==> src/rtl/fetch_unit.sv <==
// Instruction fetch unit: single-outstanding imem request FSM feeding a small FIFO to decode.
// Optional FETCH_MISALIGN_CHECK_EN: misaligned redirect raises sticky fetch_err_o and halts fetch.
module fetch_unit #(
    parameter logic [31:0] RESET_PC  = 32'h0000_0000,
    parameter int unsigned BUF_DEPTH = 2
) (
    input  logic        clk_i,
    input  logic        rst_i,
    input  logic        incr_pc_i,
    input  logic        redirect_i,
    input  logic [31:0] redirect_pc_i,
    output logic        imem_req_o,
    output logic [31:0] imem_addr_o,
    input  logic        imem_gnt_i,
    input  logic        imem_rvalid_i,
    input  logic [31:0] imem_rdata_i,
    output logic [31:0] d_inst_o,
    output logic [31:0] d_pc_o,
    output logic        d_valid_o,
    output logic        fetch_err_o
);
    localparam int unsigned PTR_W = $clog2(BUF_DEPTH);
    localparam int unsigned CNT_W = PTR_W + 1;
    localparam logic [31:0] NOP   = 32'h0000_0013;

    typedef enum logic [1:0] {S_REQ, S_WAIT, S_DROP} state_e;

    state_e             state_q, state_d;
    logic [31:0]        pc_q, pc_d;
    logic [31:0]        req_pc_q, req_pc_d;
    logic [31:0]        buf_pc_q   [BUF_DEPTH];
    logic [31:0]        buf_inst_q [BUF_DEPTH];
    logic [PTR_W-1:0]   rd_ptr_q, wr_ptr_q;
    logic [CNT_W-1:0]   count_q;
    logic [31:0]        redir_target;
    logic               halt;
    logic               grant, push, pop;

`ifdef FETCH_MISALIGN_CHECK_EN
    logic err_q;

    assign redir_target = redirect_pc_i;
    assign halt         = err_q;
    assign fetch_err_o  = err_q;

    always_ff @(posedge clk_i) begin
        if (rst_i) begin
            err_q <= 1'b0;
        end else if (redirect_i && (redirect_pc_i[1:0] != 2'b00)) begin
            err_q <= 1'b1;
        end
    end
`else
    logic unused_pc_lsb;

    assign unused_pc_lsb = ^redirect_pc_i[1:0];
    assign redir_target  = {redirect_pc_i[31:2], 2'b00};
    assign halt          = 1'b0;
    assign fetch_err_o   = 1'b0;
`endif

    // In S_REQ nothing is outstanding, so the credit check reduces to the buffer count.
    always_comb begin
        imem_req_o  = !rst_i && (state_q == S_REQ) && !halt && (count_q < CNT_W'(BUF_DEPTH));
        imem_addr_o = pc_q;
        d_valid_o   = !rst_i && (count_q != '0);
        d_inst_o    = d_valid_o ? buf_inst_q[rd_ptr_q] : NOP;
        d_pc_o      = d_valid_o ? buf_pc_q[rd_ptr_q] : 32'h0;
        grant       = imem_req_o && imem_gnt_i;
        push        = (state_q == S_WAIT) && imem_rvalid_i && !redirect_i;
        pop         = d_valid_o && incr_pc_i && !redirect_i;
    end

    always_comb begin
        state_d  = state_q;
        pc_d     = pc_q;
        req_pc_d = req_pc_q;
        unique case (state_q)
            S_REQ: begin
                if (grant) begin
                    state_d = redirect_i ? S_DROP : S_WAIT;
                end
            end
            S_WAIT: begin
                if (imem_rvalid_i) begin
                    state_d = S_REQ;
                end else if (redirect_i) begin
                    state_d = S_DROP;
                end
            end
            S_DROP: begin
                if (imem_rvalid_i) begin
                    state_d = S_REQ;
                end
            end
            default: state_d = S_REQ;
        endcase
        if (grant) begin
            req_pc_d = pc_q;
        end
        if (redirect_i) begin
            pc_d = redir_target;
        end else if (grant) begin
            pc_d = pc_q + 32'd4;
        end
    end

    always_ff @(posedge clk_i) begin
        if (rst_i) begin
            state_q  <= S_REQ;
            pc_q     <= RESET_PC;
            req_pc_q <= RESET_PC;
            rd_ptr_q <= '0;
            wr_ptr_q <= '0;
            count_q  <= '0;
        end else begin
            state_q  <= state_d;
            pc_q     <= pc_d;
            req_pc_q <= req_pc_d;
            if (redirect_i) begin
                rd_ptr_q <= '0;
                wr_ptr_q <= '0;
                count_q  <= '0;
            end else begin
                if (push) wr_ptr_q <= wr_ptr_q + PTR_W'(1);
                if (pop)  rd_ptr_q <= rd_ptr_q + PTR_W'(1);
                if (push && !pop) begin
                    count_q <= count_q + CNT_W'(1);
                end else if (pop && !push) begin
                    count_q <= count_q - CNT_W'(1);
                end
            end
        end
    end

    // Storage needs no reset: count_q gates every read.
    always_ff @(posedge clk_i) begin
        if (push) begin
            buf_pc_q[wr_ptr_q]   <= req_pc_q;
            buf_inst_q[wr_ptr_q] <= imem_rdata_i;
        end
    end

endmodule

==> config.mk <==
export PLATFORM = sky130hd
export DESIGN_NAME = fetch_unit
export DESIGN_NICKNAME = d
export VERILOG_FILES = /design/src/rtl/fetch_unit.sv
export SDC_FILE = /design/constraint.sdc
export NUM_CORES = 1
export LEC_CHECK = 0
export BUFFER_PORTS_ARGS = -buffer_cell sky130_fd_sc_hd__buf_2
export CORE_UTILIZATION = 55
export DETAILED_ROUTE_END_ITERATION = 12
export HOLD_SLACK_MARGIN = 0.08
export PLACE_DENSITY = 0.82
export RECOVER_POWER = 25
export SLEW_MARGIN = 20
export SYNTH_ARGS = -nofsm -noshare
export SYNTH_HDL_FRONTEND = slang
export SYNTH_SLANG_ARGS = --single-unit
export TNS_END_PERCENT = 100
==> constraint.sdc <==
create_clock -name clk_i -period 11.75 [get_ports clk_i]
set_input_delay 2.9375 -clock clk_i [delete_from_list [all_inputs] [get_ports clk_i]]
set_output_delay 2.9375 -clock clk_i [all_outputs]
set_load 0.05 [all_outputs]
Word-level counts from Yosys, hierarchy flattened
Memories as Yosys holds them, arrays and structs flattened. A register that Yosys moved wholly into a read port is not among the register bits.
Index checks and enable logic that the tools add are counted.

word-level totals
  RAM bits = 128
  memories kept = 2
  flip-flop bits (word level) = 70
  logic and storage cells = 58
  output and inout bits = 99

memory list
  name        words  bits a word  read ports  clocked after memory_dff  write ports  line  source
  buf_inst_q  2      32           1           1                         1            32    logic [31:0] buf_inst_q [BUF_DEPTH];
  buf_pc_q    2      32           1           1                         1            31    logic [31:0] buf_pc_q [BUF_DEPTH];

operators by class
  $lt $le $gt $ge = 1
  eq/ne operators = 5
  muxes and demuxes = 18
  add/subtract/negate cells = 5
  reduce and logical (&&, ||, !) cells = 20

operators with widths
  cell                                                  count
  two-way mux 32 bit                                    4
  adder 32 x 3 -> 32 bit (second input constant)        1
  two-way mux 2 bit                                     7
  logical AND 1 bit                                     10
  two-way mux 1 bit                                     6
  one-hot mux 2 bit (3 select lines)                    1
  nonzero test 2 bit                                    3
  logical NOT 1 bit                                     4
  inequality test 2 bit (second input constant)         2
  inequality test 3 bit (second input constant)         1
  AND reduction 3 bit                                   1
  adder 1 bit (second input constant)                   2
  adder 2 x 1 -> 2 bit (second input constant)          1
  equality test 2 x 1 -> 1 bit (second input constant)  1
  equality test 2 bit (second input constant)           1
  logical NOT 2 bit                                     1
  < comparator 2 bit (second input constant)            1
  OR reduction 2 bit                                    1
  subtractor 2 x 1 -> 2 bit (second input constant)     1

Depth between registers and ports, before layout
Gate-level depths: netlist (run 1).

  word-level depth = 7
  gate-level depth with buffers = 7
  gate-level depth less buffers = 6

Worst setup path before layout (run 1)
Ideal clock, no wire load.

  path type = input port to output port
  start = in rst_i
  end = out imem_req_o
  slack = 4.048 ns
  data required time = 8.812 ns
  stages on the path = 3
  arrival time = 4.765 ns
  path buffers = 2
  cells stage by stage = clkbuf_1 clkbuf_1 nor4_1

between the ends
  longest elaborated chain between the ends = 3

ends and longest elaborated chain
  item                            line  source
  start, declared                 8     input logic rst_i,
  logical NOT 1 bit               64    imem_req_o = !rst_i && (state_q == S_REQ) && !halt && (count_q < CNT_W'(BUF_DEPTH));
  logical AND 1 bit (2 in a row)  64
  end, declared                   12    output logic imem_req_o,

No other way between the ends.

Worst setup path after layout (run 1)
  start = in rst_i
  end = out d_inst_o[0]

between the ends
  longest elaborated chain between the ends = 3

ends and longest elaborated chain
  item                line  source
  logical NOT 1 bit   66    d_valid_o = !rst_i && (count_q != '0);
  logical AND 1 bit   66
  two-way mux 32 bit  67    d_inst_o = d_valid_o ? buf_inst_q[rd_ptr_q] : NOP;
  end, declared       17    output logic [31:0] d_inst_o,

No other way between the ends.

==> results.env, run 1 <==
STATUS='finished, final reports clean'
P_PER_AREA_nW_PER_UM2=151.5
GRT_PASS1_VIAS=5423
DR.PASS1.ITERS=5
POST_CTS.REPAIR.SETUP_BUFFERS=0
DETAILED_PLACEMENT_HPWL_UM=10890
NETLIST_TOP_CELLS_COUNT='edfxtp_1, nor2_1, nand2_1, dfxtp_1, mux2i_1'
NETSWITCHINGFRACTION=0.2432
CP-END-KIND='output port'
ANTENNA_CELLS=0
IO-PIN-COUNT=169
FINAL_LAYOUT_SIZE_SUFFIX_GT1_FRAC=0.2415
CTS_RESIZED=0
MAX-CLOCK-PATH-BUFFERS=2
TIMING.CRITICAL_PATH.FROM='rst_i'
SYNTH-SEQ-AREA-SHARE=0.6463
SETUP_VIOL_COUNT_FINAL=0
FMAXACHIEVABLE_MHz=128.4
SYNTH.FF_LATCH_COUNT=191
SLOWEST_STAGE='or2_4'
REG2REG_TO='imem_addr_o[20]'
CRITICAL_PATH.TOP_DELAY_FAMILY='buffers and inverters'
POST-ROUTE-PERIOD-UTIL=0.6626
POSTPLACECELLAREA_UM2=8732
DESIGN.CORE.AREA_UM2=13880
CRIT_REQUIRED_NS=8.81
SLEW_VIOLATIONS=0
GRT_SETUP_UNREPAIRED='false'
ANTENNA_FOUND_INITIAL=0
CTS.REPORTEDPATHS.CLKPINSLEW_NS=0.07
CLOCK_INSERTION_DELAY_WORST_SKEW_NS=0.43
POWER.LEAKAGE_nW=3.325
PATH_BUF_INV=4
CRITICAL_PATH.MAX_STAGE_DELAY_NS=0.66
CRITICAL_PATH.STARTPOINT_TYPE='input pin'
SYNTH.CELL_AREA_UM2=7836
SHARE_CLK_OF_TOTAL_POWER=0.395
ROUTED_WIRELENGTH_UM=16580
ANTENNA_LEFT=0
FP-ROW-COUNT=43
SYNTH_FLOP_CELL='edfxtp_1'
PLACE.PORT_BUFFERS=161
SLEW_HEADROOM=0.2881
P_SWITCHING_mW=0.3433
SEQPWRFRAC=0.531
P_INT_mW=1.068
WORST_EP_ARRIVAL_TIME_NS=4.85
POSTLAYOUTCELLAREA_UM2=9318
INSTANCE_COUNT_OF_THE_MAPPED_NETLIST=670
CRIT_PATH_MAX_FANOUT=71
SYNTH_CELL_TYPES=46
DIE-AREA_UM2=14730
GLOBAL_ROUTE.OVERFLOW_TOTAL=0
GLOBALROUTETOTALUTIL=0.2339
REPORT.FINAL.HOLD_VIOL_COUNT=0
DIE_WIDTH_UM=121.4
FINAL.SETUP.TNS_NS=0
DRC=0
SYNTH_WARNINGS=0
WL_PER_CELL_UM=16.51
FINALCLOCKSKEW_NS=0.01276
SYNTHDOMINANTAREACELLTYPE='edfxtp_1'
ASYNCSETRESETFLOPFRACSYNTH=0
IR_WORST_VDD_mV=0.09912
START_UTIL=0.5645
TIGHTESTPINTRANSITION_NS=1.068
FINAL.MIN_CLOCK_PERIOD_NS=7.786
SYNTH_TOP_AREA_FRAC=0.4752
WORST-R2R-CELL-COUNT=4
ENDPOINT='d_inst_o[0]'
NFILLCELLS=1056
CLOCK_SINKS=191
DETAILEDROUTE.FIRSTITERATIONVIOLATIONS=409
FF2FF_SETUP_SLACK_NS=8.89
PATH_DEPTH=6
DRV_CAP=0
LAYOUT.NETS=883
HTREEDEPTH=4
YOSYSMOSTFREQUENTCELL='edfxtp_1'
CTS_TREE='done'
VIAS_PER_CELL=5.614
TOTALPOWERFINAL_mW=1.411
WORST_HOLD_PATH_TYPE='reg2reg'
NETLIST_TOP_CELLS_AREA='edfxtp_1, dfxtp_1, mux2i_1'
DIE_SPAN_IN_Y_UM=121.4
POSTSYNTHAREAPERCELL_UM2=11.70
AREA.GROWTH.SYNTH_TO_FINAL_PCT=18.90
SYNTH_ENABLE_FLOP_CELLS=124
CRITICAL_PATH.CELL_CHAIN='buf_2 -> buf_4 -> or2_4 -> inv_1 -> nand2_1 -> buf_2'
GRT_FIRST_PASS_WIRELENGTH_UM=26470
GPL.FINAL_WEIGHTED_CONGESTION=0.8362
CTSROOTBUFFERMASTER='clkbuf_16'
COMB_POWER_SHARE=0.074
WORST-SETUP-PATH-TYPE='in2out'
HOLDWS_NS=0.4543
NUM_VIAS=5636
NUMCTSBUFFERS=17
CTS_HOLD_BUFFERS=0
WORSTREG2REGSTART='count_q[1]'
MAXIMUM_NUMBER_OF_PINS_ON_ONE_NET_BEFORE_GLOBAL_ROUTE_REPAIR=72
CRITPATHMOSTFREQUENTCELL='buf_2'
## metrics by stage
step / setup WS, ns / std cells / utilization
after floorplan: 4.048 / 674 / -
after global placement: 3.648 / 972 / 0.6291
after detailed placement: 3.595 / 972 / 0.6291
after CTS: 3.602 / 1004 / 0.6712
after global routing: 3.809 / 1004 / 0.6713
final: 3.964 / 1004 / 0.6713
## sequential cells by signal (all words and copies together) (netlist names), named ones only
name,count
buf_pc_q,60
wr_ptr_q,1
imem_addr_o,30
req_pc_q,30
count_q,2
state_q,2
rd_ptr_q,1
buf_inst_q,64
## cells by family after synthesis
family          share of synthesized area
simple gates                       0.1491
xor+xnor                          0.01565
fa+ha+maj                        0.003193
flops                              0.6463
buf+inv                           0.03257
compound gates                    0.07345
other cells                     0.0004785
mux                               0.07920
## metal layers
metal / wire [um] / track usage / up-vias
met2: 7817 / 0.3714 / 252
met4: 259 / 0.08642 / 0
li1: - / - / 2722
met5: 0 / 0 / -
met1: 7242 / 0.3115 / 2637
met3: 1256 / 0.05592 / 25
## power by group through the flow
stage               clock network (mW)  logic [mW]  registers [mW]
floorplan                            0      0.0512           0.782
global placement                     0       0.101           0.762
detailed placement                   0       0.104           0.764
CTS                              0.567       0.104           0.749
global route                     0.595       0.113           0.752
finish                           0.557       0.105           0.750
## layout by cell type, fill, tap and decap left out, drive strengths merged, types with 7 or more instances in the layout
cell type and count:
xnor2 8, a311oi 11, edfxtp 124, nor4 12
mux2i 62, nor2 92, a21oi 36, nand4 10
dfxtp 67, clkbuf 26, buf 159, nand3 17
nand2 77, a211oi 13, and4 7, inv 17
o21ai 9, or4 10
## area by class of cell
type | count | area [um^2] | area share
Clock buffer | 19 | 454.2 | 0.04874
Clock inverter | 13 | 130.1 | 0.01397
Inverter | 13 | 48.80 | 0.005237
Multi-Input combinational cell | 422 | 2557 | 0.2745
Sequential cell | 191 | 5069 | 0.5440
Tap cell | 180 | 225.2 | 0.02417
Timing Repair Buffer | 166 | 833.3 | 0.08943
## worst min-delay path by stage
stage / from / to / slack [ns] / cells after the start
2_1_floorplan: req_pc_q[10] / buf_pc_q[0][10] / 0.43 / 0
3_3_place_gp: req_pc_q[30] / buf_pc_q[0][30] / 0.43 / 0
3_5_place_dp: req_pc_q[20] / buf_pc_q[1][20] / 0.44 / 0
4_1_cts: req_pc_q[20] / buf_pc_q[0][20] / 0.45 / 0
5_1_grt: req_pc_q[21] / buf_pc_q[1][21] / 0.47 / 0
6_report: req_pc_q[20] / buf_pc_q[1][20] / 0.45 / 0
No activity file was read; power rests on OpenSTA's default activity.
==> run 2, diff against run 1 <==
- CORE_UTILIZATION: 55 -> 49
- PLACE_DENSITY: 0.82 -> 0.77
- clock period: 11.75 -> 7.15 ns (I/O delays scaled with it)
==> run 2 against run 1 <==
Effect of this change:
- cell count is 3.5% higher
- sequential power rose by 64%
- first-iteration DRC count is 26% lower
- count of clock-buffer cells in the layout decreased by 1
- critical endpoint is now d_inst_o[10]
- hold slack hardly changed
- sequential share of layout area is 0.49 points lower
==> results.env, run 2 (synthesized netlist as in run 1, its figures left out) <==
POST-ROUTE-PERIOD-UTIL=0.6979
WORSTREG2REGSTART='count_q[1]'
GLOBALROUTETOTALUTIL=0.1968
DIE-AREA_UM2=16500
POST_CTS.REPAIR.SETUP_BUFFERS=0
SLEW_HEADROOM=0.3685
COMB_POWER_SHARE=0.074
CLOCK_INSERTION_DELAY_WORST_SKEW_NS=0.42
POSTLAYOUTCELLAREA_UM2=9403
CRIT_PATH_MAX_FANOUT=33
MOSTFREQUENTLAYOUTCELL='buf_2'
SLEW_VIOLATIONS=0
CTS_RESIZED=0
GLOBAL_ROUTE.OVERFLOW_TOTAL=0
CRITICAL_PATH.STARTPOINT_TYPE='input pin'
ANTENNA_FOUND_INITIAL=0
DETAILED_PLACEMENT_HPWL_UM=10200
CTS.REPORTEDPATHS.CLKPINSLEW_NS=0.07
SEQPWRFRAC=0.530
MOST-COMMON-LAYOUT-CELLS='buf_2, edfxtp_1, nor2_1, nand2_1, dfxtp_1'
SHARE_CLK_OF_TOTAL_POWER=0.396
MAX_FLOP_REGISTER='buf_inst_q'
TIMING.FINAL.WS_SETUP_NS=2.160
SETUP_VIOL_COUNT_FINAL=0
CTS_TREE='done'
START_UTIL=0.5079
P_INT_mW=1.751
REG.LARGEST.LIST='buf_inst_q (64), buf_pc_q (60)'
LAYOUT.NETS=887
LAYOUTNONFILLERINSTCOUNT=1039
PLACE_WORST_SETUP_SLACK_NS=2.158
POWER.LEAKAGE_nW=3.370
NETSWITCHINGFRACTION=0.2458
WL_PER_CELL_UM=15.15
WORST_HOLD_PATH_TYPE='reg2reg'
FF2FF_SETUP_SLACK_NS=4.33
GRT_SETUP_UNREPAIRED='false'
CP-END-KIND='output port'
PLACE.PORT_BUFFERS=161
DIE_SPAN_IN_Y_UM=128.5
POSTPLACECELLAREA_UM2=8793
P_SWITCHING_mW=0.5707
FP-ROW-COUNT=45
CTS_HOLD_BUFFERS=0
DESIGN.CORE.AREA_UM2=15430
DP_CELLS=1006
WORST_HOLD_PATH.ENDPOINT='buf_pc_q[1][15]'
FINAL_LAYOUT_SIZE_SUFFIX_GT1_FRAC=0.2524
DR.PASS1.ITERS=5
DETAILEDROUTE.FIRSTITERATIONVIOLATIONS=301
FINAL.SETUP.TNS_NS=0
IO-PIN-COUNT=169
WORST-R2R-CELL-COUNT=4
VIAS_PER_CELL=5.291
REG2REG_TO='imem_addr_o[30]'
FINALCLOCKSKEW_NS=0.01055
FINAL.MIN_CLOCK_PERIOD_NS=4.990
ROUTED_WIRELENGTH_UM=15740
AREA.GROWTH.SYNTH_TO_FINAL_PCT=19.99
CTSROOTBUFFERMASTER='clkbuf_16'
WORST_EP_ARRIVAL_TIME_NS=3.20
ANTENNA_CELLS=0
LARGEST_REGISTER_FF_COUNT=64
FMAXACHIEVABLE_MHz=200.4
CLOCK_SINKS=191
IR_WORST_VDD_mV=0.1498
HOLDWS_NS=0.4547
GPL.FINAL_WEIGHTED_CONGESTION=0.8493
NUM_VIAS=5497
HOLD_PATH_DEPTH=0
WORST_HOLD_STARTPOINT='req_pc_q[15]'
P_PER_AREA_nW_PER_UM2=246.9
DRC=0
MAXIMUM_NUMBER_OF_PINS_ON_ONE_NET_BEFORE_GLOBAL_ROUTE_REPAIR=71
DIE_WIDTH_UM=128.5
CRIT_REQUIRED_NS=5.36
TIGHTESTPINTRANSITION_NS=0.9386
GRT_FIRST_PASS_WIRELENGTH_UM=24920
NUMCTSBUFFERS=17
DRV_CAP=0
HTREEDEPTH=4
STATUS='finished, final reports clean'
ANTENNA_LEFT=0
WORST-SETUP-PATH-TYPE='in2out'
GRT_PASS1_VIAS=4853
REPORT.FINAL.HOLD_VIOL_COUNT=0
MAX-CLOCK-PATH-BUFFERS=2
==> run 2: changes by cell type in the layout (fill, tap and decap cells not counted), moves of 2 or more <==
cell	change
clkbuf_1	-6
clkinvlp_4	-3
inv_8	+2
buf_4	+3
buf_2	+6
inv_6	+3
==> run 2: per-stage QoR <==
step	total power [mW]	util
2_1_floorplan	1.370	-
3_3_place_gp	1.422	0.5700
3_5_place_dp	1.425	0.5700
4_1_cts	2.341	0.6079
5_1_grt	2.407	0.6095
6_report	2.322	0.6095
==> run 2: metal layers <==
| metal | global-route usage | part of all wire |
|---|---|---|
| met5 | 0 | 0 |
| met4 | 0.05467 | 0.0078 |
| met3 | 0.05447 | 0.076 |
| met2 | 0.2995 | 0.45 |
| met1 | 0.2774 | 0.46 |
==> run 2: area by class of cell <==
type	count	area [um^2]
flip-flops and latches	191	5069
clock inverters	14	145.1
well taps	211	264.0
repair buffers	170	890.9
multi-input cells	422	2546
inverters	13	48.80
fillers	1260	6025
clock buffers	18	439.2
==> run 2: worst max path at each step <==
| stage | startpoint | end | depth (start not counted) |
|---|---|---|---|
| after floorplan | redirect_i | buf_inst_q[0][0] | 4 |
| after global placement | rst_i | d_inst_o[18] | 5 |
| after detailed placement | rst_i | d_inst_o[10] | 5 |
| after CTS | rst_i | d_inst_o[10] | 5 |
| after global routing | rst_i | d_inst_o[5] | 5 |
| final | rst_i | d_inst_o[10] | 5 |
==> run 2: power by group through the flow <==
stage                     Clock, mW  Sequential [mW]  Combinational (mW)
after global placement            0             1.25               0.168
after CTS                     0.939             1.23               0.172
after global routing          0.986             1.23               0.186
final                         0.920             1.23               0.172
after floorplan                   0             1.29              0.0842
after detailed placement          0             1.25               0.171
==> run 2: critical path, cell delays in order <==
cell and delay [ns]:
buf_2 0.12, or2_2 0.57, buf_4 0.31, nor2_1 0.12, buf_2 0.28
==> run 3, diff against run 2 <==
- clock period: 7.15 -> 4.4 ns (I/O delays scaled with it)
==> run 3 against run 2 <==
Effect of this change:
- non-clock buffer count is the same
- first-iteration DRC count increased by 9.3%
- critical endpoint is now d_inst_o[0]
- highest routed layer unchanged
- largest cell class unchanged
- count of clock-buffer cells in the layout grew 1
- critical path type unchanged
==> results.env, run 3 (synthesized netlist as in run 1, its figures left out) <==
VIAS_PER_CELL=5.336
P_PER_AREA_nW_PER_UM2=409.0
PLACE.PORT_BUFFERS=161
GLOBAL_ROUTE.OVERFLOW_TOTAL=0
HTREEDEPTH=4
CLOCK_INSERTION_DELAY_WORST_SKEW_NS=0.42
GPL.FINAL_WEIGHTED_CONGESTION=0.8737
CLOCK_SINKS=191
CRIT_REQUIRED_NS=3.30
DRC=0
ROUTED_WIRELENGTH_UM=16240
REPORT.FINAL.HOLD_VIOL_COUNT=0
IR_WORST_VDD_mV=0.2579
CRITPATHMOSTFREQUENTCELL='buf_2'
DRV_CAP=0
LARGEST_REGISTER_FF_COUNT=64
FINAL.SETUP.TNS_NS=0
MAX-CLOCK-PATH-BUFFERS=2
CTS.REPORTEDPATHS.CLKPINSLEW_NS=0.07
FP-ROW-COUNT=45
DETAILEDROUTE.FIRSTITERATIONVIOLATIONS=329
SLOWEST_STAGE='buf_4'
CP-END-KIND='output port'
FINAL_LAYOUT_SIZE_SUFFIX_GT1_FRAC=0.2524
CRITICAL_PATH.STARTPOINT_TYPE='input pin'
STATUS='finished, final reports clean'
CTS_RESIZED=0
MOSTFREQUENTLAYOUTCELL='buf_2'
MOST-COMMON-LAYOUT-CELLS='buf_2, edfxtp_1, nor2_1, nand2_1, dfxtp_1'
IO-PIN-COUNT=169
SLEW_HEADROOM=0.4069
DETAILED_PLACEMENT_HPWL_UM=10440
POST_CTS.REPAIR.SETUP_BUFFERS=0
GLOBALROUTETOTALUTIL=0.1980
CTS_TREE='done'
CRIT_PATH_MAX_FANOUT=60
SLEW_VIOLATIONS=0
GRT_SETUP_UNREPAIRED='false'
WORST_EP_ARRIVAL_TIME_NS=2.36
REG.LARGEST.LIST='buf_inst_q (64), buf_pc_q (60)'
ANTENNA_CELLS=0
DIE-AREA_UM2=16500
ANTENNA_LEFT=0
CRITICAL_PATH.CELL_CHAIN='buf_2 -> or2_2 -> buf_4 -> inv_1 -> nand2_1 -> buf_2'
SETUP_VIOL_COUNT_FINAL=0
MAXIMUM_NUMBER_OF_PINS_ON_ONE_NET_BEFORE_GLOBAL_ROUTE_REPAIR=71
POSTLAYOUTCELLAREA_UM2=9425
CTSROOTBUFFERMASTER='clkbuf_16'
NUM_VIAS=5544
CRITICAL_PATH.MAX_STAGE_DELAY_NS=0.49
NUMCTSBUFFERS=17
DIE_SPAN_IN_Y_UM=128.5
MAX_FLOP_REGISTER='buf_inst_q'
ANTENNA_FOUND_INITIAL=0
DIE_WIDTH_UM=128.5
WORST_HOLD_PATH_TYPE='reg2reg'
WORST-SETUP-PATH-TYPE='in2out'
FINALCLOCKSKEW_NS=0.008472
POWER.LEAKAGE_nW=3.374
TOTALPOWERFINAL_mW=3.855
PATH_BUF_INV=4
CRITICAL_PATH.TOP_DELAY_FAMILY='buffers and inverters'
WL_PER_CELL_UM=15.63
POSTPLACECELLAREA_UM2=8813
FINAL.MIN_CLOCK_PERIOD_NS=3.458
CTS_HOLD_BUFFERS=0
LAYOUT.NETS=887
AREA.GROWTH.SYNTH_TO_FINAL_PCT=20.28
DESIGN.CORE.AREA_UM2=15430
GRT_FIRST_PASS_WIRELENGTH_UM=25140
GRT_PASS1_VIAS=4944
DR.PASS1.ITERS=7
TIGHTESTPINTRANSITION_NS=0.8815
HOLDWS_NS=0.4534
FMAXACHIEVABLE_MHz=289.2
START_UTIL=0.5079
POST-ROUTE-PERIOD-UTIL=0.7860
-- run 3: metal layers --
| layer | vias to the layer above | global-route usage | share of wire | wire [um] |
|---|---|---|---|---|
| met3 | 9 | 0.05405 | 0.075 | 1211 |
| met5 | - | 0 | 0 | 0 |
| met4 | 0 | 0.05052 | 0.0073 | 119 |
| li1 | 2731 | - | - | - |
| met1 | 2572 | 0.2720 | 0.45 | 7358 |
| met2 | 232 | 0.3119 | 0.46 | 7552 |
-- run 3: power breakdown --
group / switching, mW / internal [mW] / total [mW]
combinational: 0.198 / 0.0814 / 0.279
clock: 0.664 / 0.911 / 1.58
sequential: 0.0539 / 1.95 / 2.00
-- run 3: worst paths after layout --
path                     end  slack (ns)  depth (start not counted)         start
min          buf_pc_q[1][20]        0.45                          0  req_pc_q[20]
max              d_inst_o[0]        0.94                          6         rst_i
min reg2reg  buf_pc_q[1][20]        0.45                          0  req_pc_q[20]
max reg2reg  imem_addr_o[30]        1.58                          4    count_q[1]
-- run 3: stage by stage --
step | util | instances | setup WS, ns
detailed placement | 0.5713 | 1007 | 0.8901
global placement | 0.5713 | 1007 | 0.8922
finish | 0.6109 | 1039 | 0.9417
global route | 0.6109 | 1039 | 0.8289
CTS | 0.6110 | 1039 | 0.9065
floorplan | - | 674 | 0.3728
-- run 3: final cells by class --
| cell class | instances | area, um^2 |
|---|---|---|
| fillers | 1277 | 6002 |
| clock buffers | 19 | 432.9 |
| well taps | 211 | 264.0 |
| flip-flops and latches | 191 | 5069 |
| clock inverters | 13 | 180.2 |
| repair buffers | 170 | 884.6 |
| inverters | 13 | 48.80 |
| multi-input cells | 422 | 2546 |
-- run 3: worst register-to-register path, stage by stage, from the launching register on --
cell	delay, ns
dfxtp_1	0.38
or4b_4	0.83
or4_1	0.73
or4_1	0.54
a311oi_1	0.26
